===== config.mk =====
export PLATFORM = sky130hd
export DESIGN_NAME = if_fetch
export DESIGN_NICKNAME = d
export VERILOG_FILES = /design/src/rtl/if_fetch.sv
export SDC_FILE = /design/constraint.sdc
export NUM_CORES = 1
export LEC_CHECK = 0
export BUFFER_PORTS_ARGS = -buffer_cell sky130_fd_sc_hd__buf_4
export CAP_MARGIN = 20
export CORE_AREA = 2 2 159 161
export CTS_CLUSTER_SIZE = 12
export DETAILED_ROUTE_END_ITERATION = 8
export DIE_AREA = 0 0 161 163
export MAX_ROUTING_LAYER = met4
export PLACE_DENSITY_LB_ADDON = 0.05
export SLEW_MARGIN = 20
export SYNTH_ARGS = -nofsm -noshare
export SYNTH_HDL_FRONTEND = slang
export SYNTH_SLANG_ARGS = --single-unit

===== constraint.sdc =====
create_clock -name clk -period 6.5 [get_ports clk]
set_clock_uncertainty 0.1 [all_clocks]
set_input_delay 1.3 -clock clk [delete_from_list [all_inputs] [get_ports clk]]
set_output_delay 1.3 -clock clk [all_outputs]
set_load 0.02 [all_outputs]

===== src/rtl/if_fetch.sv =====
// if_fetch: instruction-fetch stage feeding ID.
// Owns the fetch PC, issues in-order imem reads under a credit limit, buffers
// returned words with their PC in a small FIFO, and applies EX/ID redirects,
// dropping responses that belong to the abandoned path.
// Optional feature: define IF_PERF_CNT_EN to add perf_fetch_cnt/perf_drop_cnt.

module if_fetch_chk #(
   parameter int CW = 2
) (
   input  logic          clk,
   input  logic          reset,
   input  logic          i_data_valid,
   input  logic [CW-1:0] in_flight_q
);
   // A response while nothing is outstanding means imem broke the protocol
   a_resp_has_credit: assert property (@(posedge clk) disable iff (reset)
      i_data_valid |-> (in_flight_q != '0));
endmodule

module if_fetch #(
   parameter logic [31:0] RESET_PC   = 32'h0000_0000,
   parameter int          FIFO_DEPTH = 2
) (
   input  logic        clk,
   input  logic        reset,
   output logic [31:0] i_address,
   output logic        i_read_req,
   input  logic        i_req_ready,
   input  logic [31:0] i_data_read,
   input  logic        i_data_valid,
   input  logic        nullify,
   input  logic [31:0] pc_in_EX,
   input  logic        Pc_cmd_id,
   input  logic [31:0] pc_in_ID,
   input  logic        id_ready,
   output logic [31:0] instr_ID,
   output logic [31:0] PC_ID,
   output logic        valid_ID
`ifdef IF_PERF_CNT_EN
   ,
   output logic [31:0] perf_fetch_cnt,
   output logic [31:0] perf_drop_cnt
`endif
);
   localparam int PW = $clog2(FIFO_DEPTH);
   localparam int CW = PW + 1;
   localparam logic [CW:0] DEPTH_C = (CW+1)'(FIFO_DEPTH);

   logic [31:0]   pc_q, pc_d;
   logic [CW-1:0] in_flight_q, in_flight_d;
   logic [CW-1:0] drop_q, drop_d;
   logic [CW-1:0] fifo_cnt_q, fifo_cnt_d;
   logic [PW-1:0] fifo_rd_q, fifo_rd_d, fifo_wr_q, fifo_wr_d;
   logic [PW-1:0] ifq_rd_q, ifq_rd_d, ifq_wr_q, ifq_wr_d;
   logic [31:0]   fifo_instr_q [FIFO_DEPTH];
   logic [31:0]   fifo_pc_q    [FIFO_DEPTH];
   logic [31:0]   ifq_pc_q     [FIFO_DEPTH];
   logic          empty_s, credit_s, id_redir_s, redirect_s;
   logic          accept_s, push_s, pop_s;

   // Present the FIFO head to ID and decide issue/redirect for this cycle
   always_comb begin
      empty_s  = (fifo_cnt_q == '0);
      valid_ID = !empty_s && !nullify;
      if (!empty_s) begin
         instr_ID = fifo_instr_q[fifo_rd_q];
         PC_ID    = fifo_pc_q[fifo_rd_q];
      end else begin
         instr_ID = 32'h0000_0000;
         PC_ID    = 32'h0000_0000;
      end
      // valid_ID already excludes nullify, so EX always wins over ID
      id_redir_s = Pc_cmd_id && valid_ID && id_ready;
      redirect_s = nullify || id_redir_s;
      credit_s   = (({1'b0, in_flight_q} + {1'b0, fifo_cnt_q}) < DEPTH_C);
      i_read_req = credit_s && !redirect_s && !reset;
      i_address  = pc_q;
      accept_s   = i_read_req && i_req_ready;
      push_s     = i_data_valid && (drop_q == '0) && !redirect_s;
      pop_s      = valid_ID && id_ready && !redirect_s;
   end

   // Next-state for PC, credit/drop counters and both queue pointers
   always_comb begin
      in_flight_d = in_flight_q + CW'(accept_s) - CW'(i_data_valid);
      ifq_wr_d    = ifq_wr_q + PW'(accept_s);
      ifq_rd_d    = ifq_rd_q + PW'(i_data_valid);
      if (nullify) begin
         pc_d = pc_in_EX & 32'hFFFF_FFFC;
      end else if (id_redir_s) begin
         pc_d = pc_in_ID & 32'hFFFF_FFFC;
      end else if (accept_s) begin
         pc_d = pc_q + 32'd4;
      end else begin
         pc_d = pc_q;
      end
      if (redirect_s) begin
         // Every outstanding response is now wrong-path; one arriving now is consumed here
         drop_d     = in_flight_q - CW'(i_data_valid);
         fifo_cnt_d = '0;
         fifo_rd_d  = '0;
         fifo_wr_d  = '0;
      end else begin
         if (i_data_valid && (drop_q != '0)) begin
            drop_d = drop_q - CW'(1'b1);
         end else begin
            drop_d = drop_q;
         end
         fifo_cnt_d = fifo_cnt_q + CW'(push_s) - CW'(pop_s);
         fifo_rd_d  = fifo_rd_q + PW'(pop_s);
         fifo_wr_d  = fifo_wr_q + PW'(push_s);
      end
   end

   // Control state with asynchronous reset
   always_ff @(posedge clk or posedge reset) begin
      if (reset) begin
         pc_q        <= RESET_PC & 32'hFFFF_FFFC;
         in_flight_q <= '0;
         drop_q      <= '0;
         fifo_cnt_q  <= '0;
         fifo_rd_q   <= '0;
         fifo_wr_q   <= '0;
         ifq_rd_q    <= '0;
         ifq_wr_q    <= '0;
      end else begin
         pc_q        <= pc_d;
         in_flight_q <= in_flight_d;
         drop_q      <= drop_d;
         fifo_cnt_q  <= fifo_cnt_d;
         fifo_rd_q   <= fifo_rd_d;
         fifo_wr_q   <= fifo_wr_d;
         ifq_rd_q    <= ifq_rd_d;
         ifq_wr_q    <= ifq_wr_d;
      end
   end

   // Storage arrays hold data only; occupancy lives in the reset counters above
   always_ff @(posedge clk) begin
      if (push_s) begin
         fifo_instr_q[fifo_wr_q] <= i_data_read;
         fifo_pc_q[fifo_wr_q]    <= ifq_pc_q[ifq_rd_q];
      end
      if (accept_s) begin
         ifq_pc_q[ifq_wr_q] <= pc_q;
      end
   end

`ifdef IF_PERF_CNT_EN
   logic [31:0] perf_fetch_q, perf_drop_q, flushed_s;
   logic        drop_resp_s;

   // Words discarded this cycle: wrong-path responses plus flushed FIFO entries
   always_comb begin
      drop_resp_s = i_data_valid && ((drop_q != '0) || redirect_s);
      if (nullify) begin
         flushed_s = 32'(fifo_cnt_q);
      end else if (id_redir_s) begin
         flushed_s = 32'(fifo_cnt_q) - 32'd1;
      end else begin
         flushed_s = 32'd0;
      end
   end

   // Free-running performance counters, wrapping at 2^32
   always_ff @(posedge clk or posedge reset) begin
      if (reset) begin
         perf_fetch_q <= 32'd0;
         perf_drop_q  <= 32'd0;
      end else begin
         perf_fetch_q <= perf_fetch_q + 32'(accept_s);
         perf_drop_q  <= perf_drop_q + flushed_s + 32'(drop_resp_s);
      end
   end

   assign perf_fetch_cnt = perf_fetch_q;
   assign perf_drop_cnt  = perf_drop_q;
`endif

   if_fetch_chk #(.CW(CW)) u_chk (
      .clk          (clk),
      .reset        (reset),
      .i_data_valid (i_data_valid),
      .in_flight_q  (in_flight_q)
   );

endmodule


; After elaboration in Yosys (flattened, before gate mapping)
; Memory sizes are Yosys's and may differ from the RTL's.
; Index checks and enable logic that the tools add are counted.
[totals]
elab_cells = 59
inputBits = 103
register_bits = 42
mem_count = 3
output_inout_bits = 98
mem_bits_rw = 192
[op_classes]
add_sub_neg = 12
muxes = 14
n_lt_le_gt_ge = 1
reduce_logical = 21
[mem_list]
columns = name, depth, width, rd, rd_ports_with_merged_regs, write_ports, line_no
row1 = fifo_instr_q, 2, 32, 1, 0, 1, 55  ; logic [31:0] fifo_instr_q [FIFO_DEPTH];
row2 = fifo_pc_q, 2, 32, 1, 0, 1, 56  ; logic [31:0] fifo_pc_q [FIFO_DEPTH];
row3 = ifq_pc_q, 2, 32, 1, 0, 1, 57  ; logic [31:0] ifq_pc_q [FIFO_DEPTH];
[op_table]
columns = operator, n
row1 = two-way mux 32 bit, 5
row2 = adder 32 x 3 -> 32 bit (second input constant), 1
row3 = logical AND 1 bit, 11
row4 = two-way mux 1 bit, 6
row5 = two-way mux 2 bit, 3
row6 = subtractor 2 x 1 -> 2 bit, 3
row7 = adder 1 bit, 4
row8 = adder 2 x 1 -> 2 bit, 2
row9 = zero test 1 bit, 4
row10 = zero test 2 bit, 2
row11 = nonzero test 2 bit, 2
row12 = adder 2 x 2 -> 3 bit, 1
row13 = < comparator 3 x 2 -> 1 bit (second input constant), 1
row14 = nonzero test 3 bit, 1
row15 = subtractor 2 x 1 -> 2 bit (second input constant), 1
row16 = logical OR 1 bit, 1

; Depth between registers and ports, before layout
; Gate-level depths: netlist of the first run.
[logic_depth]
ltp_word = 13
ltp_mapped = 12
depth_no_buf = 11

; Least setup slack after synthesis of the first run
; OpenSTA, ideal clock, no wires.
[synth_timing]
kind = input to register
start = input port nullify
end = memory fifo_instr_q[1][0] (enable)
required_ns = 5.973
setup_slack_ns = 2.313
arrival_ns = 3.660
cell_stages = 6
path_buffers = 3
setup_time_ns = 0.427
cell_sequence = clkbuf_1 clkbuf_1 clkbuf_1 nor2_1 and3_1 ha_1
[synth_between]
elab_chain_len = 9
[synth_lines]
columns = item, line_no
row1 = "start, declared", 31  ; input logic nullify,
row2 = zero test 1 bit, 64  ; valid_ID = !empty_s && !nullify;
row3 = logical AND 1 bit, 64
row4 = logical AND 1 bit (2 in series), 73  ; id_redir_s = Pc_cmd_id && valid_ID && id_ready;
row5 = logical OR 1 bit (*), 74  ; redirect_s = nullify || id_redir_s;
row6 = zero test 1 bit (*), 79  ; push_s = i_data_valid && (drop_q == '0) && !redirect_s;
row7 = logical AND 1 bit (*), 79
row8 = two-way mux 1 bit (*), 140  ; if (push_s) begin
row9 = two-way mux 1 bit (not written as such) (*), 141  ; fifo_instr_q[fifo_wr_q] <= i_data_read;
row10 = "end, declared", 55
; Every way passes the cells marked *; elsewhere a longest branch is shown, timed or not.

; Final worst setup path of the first run
[layout_timing]
start = register fifo_cnt_q[0]
end = memory ifq_pc_q[0][2] (enable)
[layout_between]
elab_chain_len = 12
[layout_lines]
columns = item, line_no
row1 = "start, declared", 52  ; logic [CW-1:0] fifo_cnt_q, fifo_cnt_d;
row2 = "start signal, assigned", 130  ; fifo_cnt_q <= fifo_cnt_d;
row3 = branches (longest 7 deep; another with adder 2 x 2 -> 3 bit), n/a
row4 = logical AND 1 bit (*) (2 in series), 76  ; i_read_req = credit_s && !redirect_s && !reset;
row5 = logical AND 1 bit (*), 78  ; accept_s = i_read_req && i_req_ready;
row6 = two-way mux 1 bit (*), 144  ; if (accept_s) begin
row7 = two-way mux 1 bit (not written as such) (*), 145  ; ifq_pc_q[ifq_wr_q] <= pc_q;
row8 = "end, declared", 57
; Mark *: on every way between the ends.

==> results of run 1 <==
-- metal layers --
| metal | GRT usage | share of wire | up-vias |
|---|---|---|---|
| met5 | - | 0 | - |
| met1 | 0.2401 | 0.44 | 3008 |
| li1 | - | - | 2940 |
| met3 | 0.03081 | 0.066 | 30 |
| met4 | 0.05317 | 0.022 | 0 |
| met2 | 0.2848 | 0.47 | 227 |
-- worst reg2reg max path, cell delays in order, from the launching register on --
cell	delay [ns]
dfrtp_1	0.45
and2_1	0.21
fa_1	0.47
nor4b_1	0.89
nor2_1	0.16
nor2_1	0.49
nand2_1	0.31
inv_1	0.18
ha_1	0.68
buf_4	0.37
-- final cells by class --
class	count	area (µm²)
clock buffer	36	676.9
clock inverter	6	55.05
fill	2196	12510
inverter	14	52.55
multi-input combinational	411	2923
sequential	224	6530
tap	330	412.9
timing repair buffer	201	1509
-- path summary, 6_finish.rpt --
kind	slack, ns	startpoint	end
hold / removal	0.37	ifq_rd_q$_DFF_PP0_	ifq_rd_q$_DFF_PP0_
setup reg to reg	1.85	fifo_cnt_q[0]$_DFF_PP0_	ifq_pc_q[0][2]$_DFFE_PP_
hold reg to reg	0.37	ifq_rd_q$_DFF_PP0_	ifq_rd_q$_DFF_PP0_
setup / recovery	1.85	fifo_cnt_q[0]$_DFF_PP0_	ifq_pc_q[0][2]$_DFFE_PP_
min in group asynchronous	0.86	reset	i_address[2]$_DFFE_PP0P_
max in group asynchronous	5.00	reset	fifo_rd_q$_DFF_PP0_
-- Yosys cell counts, types with 3 or more instances --
cell type    n  area (µm²)
nor2_1     104       390.4
o211ai_1     3       22.52
xnor2_1     12       105.1
a21oi_1     17       85.08
a211oi_1     3       22.52
o22ai_1      5       31.28
nor3_1       7       35.03
o21ai_0     21       105.1
ha_1        11       137.6
nor4_1       4       25.02
dfrtp_1     40        1001
clkbuf_1    23       86.33
mux2_2      31       349.1
nand2_1     18       67.56
o31ai_1      3       22.52
nand3_1     16       80.08
and3_1       8       50.05
inv_1       14       52.55
buf_1       13       48.80
mux2i_1     63       630.6
and2_1       4       25.02
nand4_1      8       50.05
buf_4        4       30.03
nor3b_1      3       22.52
a22oi_1      6       45.04
a222oi_1     5       50.05
a32o_1       4       40.04
xor2_1      12       105.1
nand2b_1     4       25.02
edfxtp_1   184        5525
a211o_1      8       70.07
-- metrics by stage --
stage	hold WS, ns	area [µm²]	cells	worst slack [ns]	power (mW)
floorplan	0.3921	9634	691	2.313	2.362
global placement	0.3533	11430	1180	1.708	2.682
detailed placement	0.3568	11430	1180	1.570	2.706
CTS	0.3682	12160	1222	1.771	3.998
global route	0.3818	12160	1222	1.403	4.139
finish	0.3654	12160	1222	1.854	3.941
-- flip-flops by register name, indices dropped and copies added, names as in the netlist --
name and count:
drop_q 2, i_address 30, fifo_wr_q 1, fifo_cnt_q 2, fifo_pc_q 60, in_flight_q 2
ifq_wr_q 1, fifo_rd_q 1, fifo_instr_q 64, ifq_pc_q 60, ifq_rd_q 1
-- kinds of logic after synthesis --
logic type | Yosys count | share of synthesized area
and+or+nand+nor | 191 | 0.09687
DFF | 224 | 0.6782
other | 1 | 0.0003897
buffers and inverters | 56 | 0.02366
AOI/OAI and AO/OA | 86 | 0.06085
muxes | 94 | 0.1018
xor gates and xnor gates | 24 | 0.02184
adders and majority gates | 12 | 0.01638
-- report_power, final --
part | leakage (nW) | switching (mW) | internal (mW)
Sequential | 2.15 | 0.127 | 1.73
Clock | 0.352 | 0.524 | 0.755
Combinational | 2.03 | 0.448 | 0.352
Total | 4.53 | 1.10 | 2.84
==> results.cfg, run 1 <==
[final_layout]
utilization = 0.4928
layout.nets = 991
area_delta_synth_final_pct = 26.36
final_cell_mix = buf_4 (201), edfxtp_1 (184), nor2_1 (103), mux2i_1 (63), dfrtp_1 (39)
num_antenna_cells = 0
layout-drive-gt1-share = 0.3094
layout_commonest_cell = buf_4

[setup_path]
cpPeakStageDelay_ns = 0.89
crit_top_cell = nor2_1
critPathLaunchType = flop
critical_path_class = flop to flop
cp_cell_sequence = and2_1 > fa_1 > nor4b_1 > nor2_1 > nor2_1 > nand2_1 > inv_1 > ha_1 > buf_4
end_kind = flop
r2r_cells = 9
cp.depth = 9
crit_buf_inv = 2
required_ns = 6.59
worstPathMaxFanout = 16
critPathArrivalTime_ns = 4.74
crit_family = simple AND/OR/NAND/NOR gates
cpMaxStageDelayCell = nor4b_1

[pwr]
vdd_ir_drop_max_mv = 0.1247
power.density_nw_per_um2 = 324.2
power_leakage_nw = 4.533

[yosys]
yosysSeqAreaShare = 0.6782
synth.distinct_cells = 56
ys_warn_count = 0
synth_area_um2 = 9623
avgSynthCellArea_um2 = 13.99
synth-edff-count = 184
synth_flop_cell = edfxtp_1
ys_ff_latch = 224
synthArstFlopShare = 0.1786
syn_inst = 688

[sta]
finalSetupViolations = 0
fin_crit_ns = 4.646
max_freq_mhz = 215.3
worst_slew_pin_slew_ns = 1.005
rsz0062_at_grt = no
setup_tns_ns = 0
slew_headroom = 0.3208
finalCritPeriodShare = 0.7147
slew_violations = 0
hold_violations = 0

[grt]
grt_usage = 0.1799
grt_max_degree = 66
antenna_found_initial = 1
grt_pass1_vias = 6308
gr-total-overflow = 0
grt_pass1_wl_um = 35770

[flow_run]
drv_cap = 0

[clock_tree]
cts_hold_buffers = 0
htree_levels = 1
post_cts_resized = 0
clockBufferDepth = 3
clkSinkCount = 224
postCtsSetupRepairBufs = 0
cts.clk_slew.worst_paths_ns = 0.06
cts_tree = yes
cts-root-buf = clkbuf_16
cts_buffers = 24
clkLatencyLatePin_ns = 0.51

[drt]
drt_pass1_iterations = 6
postRouteAntennaNets = 0
avgViaCountPerCell = 5.078
dr_total_vias = 6205
post_drt_wl_per_cell_um = 18.87
drt_iter0_drc = 459
routed_wl_um = 23060
drc = 0

[die]
die_w_um = 161
coreArea_um2 = 24670
die_h_um = 163
io_pins = 201
fp-row-count = 58
initial_core_util = 0.3900
die_area_um2 = 26240

[placed_design]
dp_hpwl_um = 15080
gp_congestion = 0.8187
port_buffers = 192

[status]
status = complete, no violations

[hold_path]
min_delay_path_depth = 1
min_path_type = flop to flop
Power figures use the tool's default switching activity.
==> run 2: changes to the inputs <==
==> constraint.sdc (replaced) <==
create_clock -name clk -period 3.9 [get_ports clk]
set_clock_uncertainty 0.1 [all_clocks]
set_input_delay 0.78 -clock clk [delete_from_list [all_inputs] [get_ports clk]]
set_output_delay 0.78 -clock clk [all_outputs]
set_load 0.02 [all_outputs]
==> run 2 against run 1 <==
  * Final cell count rose by 0.74%
  * Total power up 72%
  * Via count up 1.0%
  * Maximum frequency up 42%
  * Critical endpoint is now ifq_pc_q[1][4]$_DFFE_PP_
  * Largest power group unchanged
==> results.cfg, run 2 (synthesized netlist as in run 1, its figures left out) <==
[sta]
finalCritPeriodShare = 0.8388
max_freq_mhz = 305.7
rsz0062_at_grt = no
fin_crit_ns = 3.271
finalSetupViolations = 0
slew_violations = 0
setup_ws_ns = 0.6288
slew_headroom = 0.4377
setup_tns_ns = 0
hold_violations = 0
worst_slew_pin_slew_ns = 0.8434

[clock_tree]
htree_levels = 1
post_cts_resized = 0
clockBufferDepth = 3
postCtsSetupRepairBufs = 0
cts-root-buf = clkbuf_16
cts.clk_slew.worst_paths_ns = 0.06
cts_hold_buffers = 0
clkSinkCount = 224
cts_buffers = 25
cts_tree = yes
clkLatencyLatePin_ns = 0.52

[placed_design]
port_buffers = 192
place_ws_ns = 0.6123
gp_congestion = 0.8408
dp_hpwl_um = 15570

[final_layout]
layout-drive-gt1-share = 0.3241
layout_commonest_cell = buf_4
num_antenna_cells = 0
final_cell_mix = buf_4 (203), edfxtp_1 (184), nor2_1 (103), mux2i_1 (63), dfrtp_1 (38)
fillCellCount = 2167
area_delta_synth_final_pct = 28.73
layout.nets = 1000
largest_register_ffs = 64
regMostFlops = fifo_instr_q
reg_top3 = fifo_instr_q (64), fifo_pc_q (60), ifq_pc_q (60)

[grt]
grt_usage = 0.1814
grt_pass1_vias = 6369
gr-total-overflow = 0
grt_pass1_wl_um = 36130
antenna_found_initial = 0
grt_max_degree = 62

[drt]
drc = 0
drt_pass1_iterations = 6
dr_total_vias = 6269
postRouteAntennaNets = 0
post_drt_wl_per_cell_um = 18.87
drt_iter0_drc = 333
routed_wl_um = 23230
avgViaCountPerCell = 5.093

[die]
fp-row-count = 58
die_w_um = 161
coreArea_um2 = 24670
die_area_um2 = 26240
die_h_um = 163
io_pins = 201
initial_core_util = 0.3900

[setup_path]
worstPathMaxFanout = 25
required_ns = 4.00
end_kind = flop
critPathLaunchType = flop
rrSetupSlack_ns = 0.63
critical_path_class = flop to flop
critPathArrivalTime_ns = 3.37
regToRegEndpoint = ifq_pc_q[1][4]$_DFFE_PP_
timing.rr.start = fifo_cnt_q[0]$_DFF_PP0_
r2r_cells = 10

[pwr]
power.density_nw_per_um2 = 548.3
power_leakage_nw = 4.645
vdd_ir_drop_max_mv = 0.2901

[hold_path]
min_path_type = input port to async pin

[status]
status = complete, no violations

[flow_run]
drv_cap = 0
run 2: critical path, stage by stage (launching register included):
cell and delay (ns):
dfrtp_1 0.45, and2_1 0.20, fa_1 0.45, nor4b_1 0.33, buf_4 0.20, nor2_1 0.07
nor2_1 0.13, nand2_1 0.25, inv_1 0.15, ha_1 0.36, buf_12 0.24
run 2: metrics by stage:
step	total power [mW]	hold WS, ns	instance area (µm²)	instances	util
floorplan	3.937	0.3921	9634	691	-
global placement	4.499	0.4140	11560	1188	0.4686
detailed placement	4.536	0.4196	11560	1188	0.4687
CTS	6.880	0.2177	12390	1231	0.5020
global route	7.113	0.2307	12390	1231	0.5021
finish	6.792	0.2067	12390	1231	0.5021
run 2: layout make-up:
type | instances | area [µm²] | share of cell area
multi-input combinational | 411 | 2923 | 0.2359
clock buffer | 34 | 699.4 | 0.05646
timing repair buffer | 209 | 1644 | 0.1327
clock inverter | 9 | 123.9 | 0.009999
tap | 330 | 412.9 | 0.03333
inverter | 14 | 53.80 | 0.004343
sequential | 224 | 6531 | 0.5272
run 2: worst max path at each step:
stage	from	endpoint	slack [ns]
floorplan	nullify	fifo_instr_q[1][0]$_DFFE_PP_	0.23
global placement	fifo_cnt_q[0]$_DFF_PP0_	ifq_pc_q[0][4]$_DFFE_PP_	0.67
detailed placement	fifo_cnt_q[0]$_DFF_PP0_	ifq_pc_q[1][11]$_DFFE_PP_	0.61
CTS	fifo_cnt_q[0]$_DFF_PP0_	ifq_pc_q[1][4]$_DFFE_PP_	0.58
global route	fifo_cnt_q[0]$_DFF_PP0_	ifq_pc_q[0][2]$_DFFE_PP_	0.40
finish	fifo_cnt_q[0]$_DFF_PP0_	ifq_pc_q[1][4]$_DFFE_PP_	0.63
run 2: report_power, final:
part	internal [mW]	switching (mW)
clock	1.44	0.885
sequential	2.89	0.267
combinational	0.608	0.700
run 2: metal layers:
layer  share of wire  up-vias  GRT usage
met5               0        -          -
met4           0.020        0    0.04992
met3           0.057       34    0.02776
met2            0.48      214     0.2913
met1            0.45     3063     0.2424
li1                -     2958          -
==> run 3: changes to the inputs <==
==> constraint.sdc (replaced) <==
create_clock -name clk -period 2.7 [get_ports clk]
set_clock_uncertainty 0.1 [all_clocks]
set_input_delay 0.54 -clock clk [delete_from_list [all_inputs] [get_ports clk]]
set_output_delay 0.54 -clock clk [all_outputs]
set_load 0.02 [all_outputs]
==> run 3 against run 2 <==
  * Sequential share of layout area shrank 1.9 points
  * Final area grew 3.7%
  * Hold slack lost 0.088 ns
  * Setup slack lost 0.54 ns
  * First-iteration DRC count grew 9.3%
  * Clock-buffer cell count grew 4
  * Critical endpoint is now in_flight_q[1]$_DFF_PP0_
  * Largest cell class unchanged
==> results.cfg, run 3 (synthesized netlist as in run 1, its figures left out) <==
[drt]
post_drt_wl_per_cell_um = 19.08
avgViaCountPerCell = 5.078
drc = 0
postRouteAntennaNets = 0
drt_pass1_iterations = 5
drt_iter0_drc = 364
dr_total_vias = 6459
routed_wl_um = 24270

[setup_path]
worstPathMaxFanout = 3
cp.depth = 11
critPathArrivalTime_ns = 2.93
cpMaxStageDelayCell = fa_2
rrSetupSlack_ns = 0.08
required_ns = 3.02
cpPeakStageDelay_ns = 0.47
critPathLaunchType = flop
r2r_cells = 11
critical_path_class = flop to flop
cp_cell_sequence = and2_1 > fa_2 > nor4b_4 > nor2_2 > nor2_2 > nand2_2 > ha_1 > inv_1 > ha_1 > xnor2_1 > xnor2_1
crit_family = adder cells
end_kind = flop
crit_buf_inv = 1

[pwr]
vdd_ir_drop_max_mv = 0.4185
netSwitchingFraction = 0.2701
pwr-share-comb = 0.224
pwr-share-seq = 0.432
p_int_mw = 7.378
power_leakage_nw = 4.870
p_sw_mw = 2.730
power.share.clock = 0.343
power.density_nw_per_um2 = 787.0
total_power_mw = 10.11

[clock_tree]
cts_buffers = 25
cts_tree = yes
htree_levels = 1
clkSinkCount = 224
clockBufferDepth = 3
cts-root-buf = clkbuf_16
clkLatencyLatePin_ns = 0.51
cts.clk_slew.worst_paths_ns = 0.06

[placed_design]
dp_hpwl_um = 16970
place_ws_ns = 0.05894
gp_congestion = 0.8359
dpl.cell_count = 1225
port_buffers = 192

[sta]
hold_violations = 0
max_freq_mhz = 382.4
finalCritPeriodShare = 0.9685
setup_ws_ns = 0.08494
rsz0062_at_grt = yes
fin_crit_ns = 2.615
slew_violations = 0
setup_tns_ns = 0
slew_headroom = 0.6552
worst_slew_pin_slew_ns = 0.5140
finalSetupViolations = 0

[final_layout]
layout-drive-gt1-share = 0.3588
final_cell_mix = buf_4 (236), edfxtp_1 (184), nor2_1 (101), mux2i_1 (63), dfrtp_1 (39)
layout_commonest_cell = buf_4
area_delta_synth_final_pct = 33.47
layout.nets = 1039
reg_top3 = fifo_instr_q (64), fifo_pc_q (60), ifq_pc_q (60)
fillCellCount = 2163
stdcell_count = 1272
largest_register_ffs = 64
regMostFlops = fifo_instr_q
num_antenna_cells = 0

[grt]
grt_max_degree = 37
antenna_found_initial = 0
gr-total-overflow = 0
grt_usage = 0.1883
grt_pass1_wl_um = 37050
grt_pass1_vias = 6560

[flow_run]
drv_cap = 0

[die]
io_pins = 201
die_h_um = 163
die_area_um2 = 26240
fp-row-count = 58
die_w_um = 161
coreArea_um2 = 24670
initial_core_util = 0.3900

[status]
status = complete, no violations

[hold_path]
min_delay_path_depth = 1
min_path_type = input port to flop
[run 3: area by class of cell]
class	instances	area, µm²	area share
clock buffers	38	714.4	0.05563
clock inverters	7	135.1	0.01052
inverters	14	52.55	0.004092
multi-input cells	411	2989	0.2327
flip-flops and latches	224	6530	0.5084
well taps	330	412.9	0.03215
repair buffers	248	2009	0.1565
[run 3: worst paths after layout]
kind | from | to
max | in_flight_q[0]$_DFF_PP0_ | in_flight_q[1]$_DFF_PP0_
min | i_data_read[1] | fifo_instr_q[1][1]$_DFFE_PP_
max reg2reg | in_flight_q[0]$_DFF_PP0_ | in_flight_q[1]$_DFF_PP0_
min reg2reg | ifq_rd_q$_DFF_PP0_ | ifq_rd_q$_DFF_PP0_
max in group asynchronous | reset | fifo_rd_q$_DFF_PP0_
min in group asynchronous | reset | fifo_cnt_q[0]$_DFF_PP0_
[run 3: repair_timing]
item,4_1_cts,5_1_grt
endpoints found under the setup margin,28,3
hold endpoints to repair,12,0
buffers inserted,1,0
gates resized for setup,2,3
pin swaps,0,1
hold buffers,1,0
[run 3: stage by stage]
stage | hold slack [ns] | cell area [µm²] | util
3_5_place_dp | 0.3581 | 11940 | 0.4837
6_report | 0.1189 | 12840 | 0.5205
2_1_floorplan | 0.3921 | 9684 | -
3_3_place_gp | 0.3550 | 11940 | 0.4837
5_1_grt | 0.09413 | 12840 | 0.5205
4_1_cts | 0.09585 | 12830 | 0.5200
[run 3: power groups by stage]
stage                     clock network [mW]  registers (mW)  logic (mW)
after floorplan                            0            4.54        1.18
after global placement                     0            4.43        2.21
after detailed placement                   0            4.45        2.26
after CTS                               3.57            4.37        2.30
after global routing                    3.70            4.40        2.47
final                                   3.47            4.37        2.27
[run 3: layer usage]
metal	vias to the layer above	wire (µm)	GRT usage	share of wire
met3	34	1625	0.03183	0.067
met2	236	11870	0.3127	0.49
met4	0	604	0.05479	0.025
li1	3038	-	-	-
met1	3151	10170	0.2396	0.42
met5	-	0	-	0
